<file path="config.mk">
export PLATFORM = sky130hd
export DESIGN_NAME = dp_bsr_ctrl
export DESIGN_NICKNAME = d
export VERILOG_FILES = /design/src/rtl/dp_bsr_ctrl_pkg.sv /design/src/rtl/dp_bsr_ctrl.sv
export SDC_FILE = /design/constraint.sdc
export NUM_CORES = 1
export LEC_CHECK = 0
export BUFFER_PORTS_ARGS = -buffer_cell sky130_fd_sc_hd__buf_2
export CAP_MARGIN = 10
export CORE_MARGIN = 4
export CORE_UTILIZATION = 43
export DETAILED_ROUTE_END_ITERATION = 10
export PLACE_DENSITY = 0.74
export SYNTH_ARGS = -nofsm -noshare
export SYNTH_HDL_FRONTEND = slang
export SYNTH_SLANG_ARGS = --single-unit
</file>
<file path="constraint.sdc">
create_clock -name iclk -period 1.46 [get_ports iclk]
set_input_delay 0.219 -clock iclk [delete_from_list [all_inputs] [get_ports iclk]]
set_output_delay 0.219 -clock iclk [all_outputs]
set_load 0.02 [all_outputs]
</file>
<file path="src/rtl/dp_bsr_ctrl_pkg.sv">
// Shared types for the boundary scan register chain sequencer.
package dp_bsr_ctrl_pkg;

    localparam int unsigned STATE_W = 3;

    // Sequencer phases: one capture, width shifts, optional update, then respond.
    typedef enum logic [STATE_W-1:0] {
        IDLE    = 3'd0,
        CAPTURE = 3'd1,
        SHIFT   = 3'd2,
        UPDATE  = 3'd3,
        DONE    = 3'd4
    } bsr_ctrl_state_t;

endpackage

</file>
<file path="src/rtl/dp_bsr_ctrl.sv">
// Host-side sequencer for the debug boundary scan register chain.
// Runs one capture/shift/(update) transaction per request and returns the
// captured parallel inputs as a response.
// Ports:
//   iclk, iresetn            clock, async active-low reset
//   req_valid/ready/data/mode/upd   transaction request
//   rsp_valid/ready/data     captured data response
//   busy                     high whenever not idle
//   sdi, sdo                 serial path to/from the chain (LSB first)
//   mode, shift_dr, clk_dr, update_dr   chain control
module dp_bsr_ctrl
    import dp_bsr_ctrl_pkg::*;
#(
    parameter int unsigned width = 8
) (
    input  logic             iclk,
    input  logic             iresetn,
    input  logic             req_valid,
    output logic             req_ready,
    input  logic [width-1:0] req_data,
    input  logic             req_mode,
    input  logic             req_upd,
    output logic             rsp_valid,
    input  logic             rsp_ready,
    output logic [width-1:0] rsp_data,
    output logic             busy,
    output logic             sdi,
    input  logic             sdo,
    output logic             mode,
    output logic             shift_dr,
    output logic             clk_dr,
    output logic             update_dr
);

    localparam int unsigned      CNT_W    = $clog2(width + 1);
    localparam logic [CNT_W-1:0] CNT_LAST = CNT_W'(width - 1);

    bsr_ctrl_state_t  state_q, state_d;
    logic [width-1:0] sreg_q, sreg_d, sreg_shift;
    logic [CNT_W-1:0] cnt_q, cnt_d;
    logic             upd_q, upd_d;
    logic             mode_q, mode_d;

    // Shift right: sdo enters at the top, sreg[0] leaves on sdi.
    if (width == 1) begin : g_shift_one
        assign sreg_shift = sdo;
    end else begin : g_shift_many
        assign sreg_shift = {sdo, sreg_q[width-1:1]};
    end

    // State and datapath registers.
    always_ff @(posedge iclk or negedge iresetn) begin
        if (!iresetn) begin
            state_q <= IDLE;
            sreg_q  <= '0;
            cnt_q   <= '0;
            upd_q   <= 1'b0;
            mode_q  <= 1'b0;
        end else begin
            state_q <= state_d;
            sreg_q  <= sreg_d;
            cnt_q   <= cnt_d;
            upd_q   <= upd_d;
            mode_q  <= mode_d;
        end
    end

    // Next-state and datapath update.
    always_comb begin
        state_d = state_q;
        sreg_d  = sreg_q;
        cnt_d   = cnt_q;
        upd_d   = upd_q;
        mode_d  = mode_q;
        case (state_q)
            IDLE: begin
                if (req_valid) begin
                    sreg_d  = req_data;
                    upd_d   = req_upd;
                    mode_d  = req_mode;
                    state_d = CAPTURE;
                end
            end
            CAPTURE: begin
                cnt_d   = '0;
                state_d = SHIFT;
            end
            SHIFT: begin
                sreg_d = sreg_shift;
                cnt_d  = cnt_q + CNT_W'(1);
                if (cnt_q == CNT_LAST) begin
                    state_d = upd_q ? UPDATE : DONE;
                end
            end
            UPDATE: begin
                state_d = DONE;
            end
            DONE: begin
                if (rsp_ready) begin
                    state_d = IDLE;
                end
            end
            default: begin
                state_d = IDLE;
            end
        endcase
    end

    // Outputs decoded from state or taken straight from registers.
    assign req_ready = (state_q == IDLE);
    assign busy      = (state_q != IDLE);
    assign rsp_valid = (state_q == DONE);
    assign rsp_data  = sreg_q;
    assign sdi       = sreg_q[0];
    assign mode      = mode_q;
    assign clk_dr    = (state_q == CAPTURE) || (state_q == SHIFT);
    assign shift_dr  = (state_q == SHIFT);
    assign update_dr = (state_q == UPDATE);

endmodule

</file>
==> impl_results.md <==
* Peak VDD IR at roughly 1.2 mV
* CTS tree: done
* Core Footprint at 1980 µm²
* Post-synthesis mux area share at 0.253
* Slew Viols, Final at 0
* Antenna violations before repair at 0
* Pin count of the biggest net entering global routing at 18
* Worst-margin pin slew at ~0.37 ns
* Reg2reg end: upd_q$_DFFE_PN0P_
* TritonCTS buffer count at 3
* Post-route minimum period at about 1.5 ns
* Worst setup EP type: output pin
* Period utilisation layout at 1.04
* Critical path type: flip-flop to output pin
* Worst min-delay path startpoint: rsp_ready
* Dpl cells at between 100 and 150
* Sw Pwr at 1.30 mW
* Synth Flop Type: dfrtp_1
* Layout cell share with drive strength beyond 1 at 0.647
* Power Density at about 2500 nW/µm²
* Top cell type by total area after synthesis: dfrtp_1
* Clk sinks at 17
* Post-synthesis share of cell area spent on xor and xnor gates at 0.0193
* Hold depth at 2
* Layout Cells excl Fill at between 100 and 150
* Die Ht at roughly 54 µm
* Diode count at 0
* # rows at 16
* Number of global-route vias before repair at between 700 and 800
* Yosys cell types at 29
* Die X at about 54 µm
* Final-stage net count at 136
* Top Ports at 31
* Adder-Cell Fraction of Synth Area at 0.0138
* Critical Path Start: state_q[2]$_DFFE_PN0P_
* Vias per Instance at 4.95
* DRC at 0
* Clock share of power at 0.079
* Pleak at roughly 0.63 nW
* Iter 0 DRT Violations at 5
* Mapped Cells at 73
* Worst Path Max Fanout at 7
* Int Power at between 1.5 and 2 mW
* Post-Syn Nets at 89
* Htree depth at 1
* Synth Area in Compound Gates at 0.0620
* Failing checks: setup timing
* DPL Wire Length at 1290 µm
* Worst Path Arrival at between 1 and 1.5 ns
* Worst endpoint required time at approximately 1.2 ns
* Largest family of logic cells by synthesized area: multiplexers
* Post-synth top area share at 0.468
* CTS Root Cell: clkbuf_4
* Final Hold Fails at 0
* Total grt overflow at 0
* Tot GR Track Use at 0.143
* Run status: finished, violations left
* Fmax at between 600 and 700 MHz
* RSZ-0062 raised after global routing: yes
* Ys async rst share at 1.00
* Clock skew at approximately 0.006 ns
* Post-synthesis sequential area ratio at 0.468
* Synth Cell Area at between 900 and 1000 µm²
* Max Cap Viol at 0
* Routability Congestion at between 0.7 and 0.8
* CTS clock-pin slew for the worst setup and hold paths at roughly 0.10 ns
* First-pass iteration count of the detailed router at 2
* Cells on worst reg2reg path at 5
* Cell with the most instances after synthesis: dfrtp_1
* WHS Endpoint: state_q[2]$_DFFE_PN0P_
* Die area at around 2900 µm²
* Reg2Reg Launch Point: state_q[2]$_DFFE_PN0P_
* Remaining antenna violation count at 0
* Clk buf depth at 2
* First-pass GRT wire length at between 2000 and 3000 µm
* Port bufs at 30
* Final Total Pwr at between 3 and 4 mW
* Number of synthesized register bits at 17
* Setup crit start kind: flip-flop
* Synth top cells by count: 17 x dfrtp_1, 16 x mux2_2, 4 x nor2_1
* Post-Syn Area per Cell at approximately 12 µm²
* Syn. warnings at 0
* Sequential power share at 0.271
* Net Sw Frac at 0.398
* Comb power frac at 0.650
* Synth area leaders: dfrtp_1 47%, mux2_2 20%, mux2_4 3.3%, buf_6 2.5%, mux2i_1 2.2%
* Routed Wire Length at 1910 µm
* Final setup viols at 4
* Via count at around 720
* Wire per inst at approximately 13 µm
* Layout area overhead at 42.1%
* Relative slew slack at 0.756
* Fin worst setup slack at -0.0648 ns
* Clk_lat worst skew at about 0.29 ns
* Number of flops mapped to enable cells by yosys at 0
* FF-to-FF setup slack at 0.02 ns
* Simple-gate portion of the synthesized area at 0.118
* Initial Utilization at 0.458
* Hold crit path type: primary input to flip-flop
## cell families after synthesis
logic type | after synthesis
compound gates | 7
xor+xnor | 2
fa+ha+maj | 1
buf+inv | 9
flops | 17
mux | 20
simple gates | 17
## power by group through the flow
stage	sequential (mW)	clock [mW]	combinational, mW
finish	0.887	0.259	2.13
global route	0.927	0.289	2.29
CTS	0.882	0.272	2.00
detailed placement	0.891	0	1.61
global placement	0.876	0	1.59
floorplan	0.989	0	1.11
## flip-flops by register name, summed over array words and instances (netlist names)
register and count:
rsp_data 8, cnt_q 4, state_q 3, mode 1, upd_q 1
## cell type report
cell class              instances  area, µm²
multi-input cells              47        452
inverters                       4       20.0
clock buffers                   3       22.5
clock inverters                 1       7.51
repair buffers                 47        329
fillers                       153        691
well taps                      27       33.8
flip-flops and latches         17        427
## metal layers
metal,up-vias,track usage,part of all wire
met1,349,0.162,0.44
li1,349,-,-
met5,-,0,0
met3,4,0.0554,0.056
met4,0,0.0468,0.015
met2,21,0.246,0.49
## how the worst max path moves through the flow
stage | end | cells past startpoint
2_1_floorplan | mode$_DFFE_PN0P_ | 5
3_3_place_gp | mode$_DFFE_PN0P_ | 4
3_5_place_dp | cnt_q[2]$_DFFE_PN0P_ | 4
4_1_cts | req_ready | 3
5_1_grt | clk_dr | 5
6_report | req_ready | 3
## worst max-delay path, stage by stage (launching register included)
cell	delay [ns]
dfrtp_2	0.47
or3_4	0.37
clkinv_4	0.06
buf_6	0.10
## cells in the final DEF (no fill, tap or decap), types with 2 or more instances in the layout
| master | count |
|---|---|
| buf_2 | 24 |
| mux2_2 | 16 |
| dfrtp_1 | 16 |
| buf_4 | 13 |
| buf_6 | 9 |
| nor2_1 | 4 |
| clkbuf_4 | 3 |
| inv_1 | 2 |
| nand2b_1 | 2 |
| nand2_1 | 2 |
| a22o_1 | 2 |
| nor2b_1 | 2 |
| mux2_4 | 2 |
| mux2i_1 | 2 |
## stage by stage
step	utilization	TNS [ns]	worst slack, ns	cell area [µm²]	hold slack, ns
floorplan	-	-0.00481	-0.00241	921	-0.0766
global placement	0.553	0	0.115	1100	0.161
detailed placement	0.553	0	0.0860	1100	0.159
CTS	0.633	-0.254	-0.0775	1250	0.0914
global route	0.652	-0.594	-0.123	1290	0.0877
finish	0.652	-0.215	-0.0648	1290	0.0934
## what timing repair did
| action | CTS | global route |
|---|---|---|
| gates resized for setup | 14 | 7 |
| buffers inserted | 10 | 1 |
| hold endpoints to repair | 17 | 0 |
| pin swaps | 2 | 1 |
| setup endpoints to repair | 6 | 19 |
| hold buffers | 1 | 0 |
(Power assumes the default switching activity.)
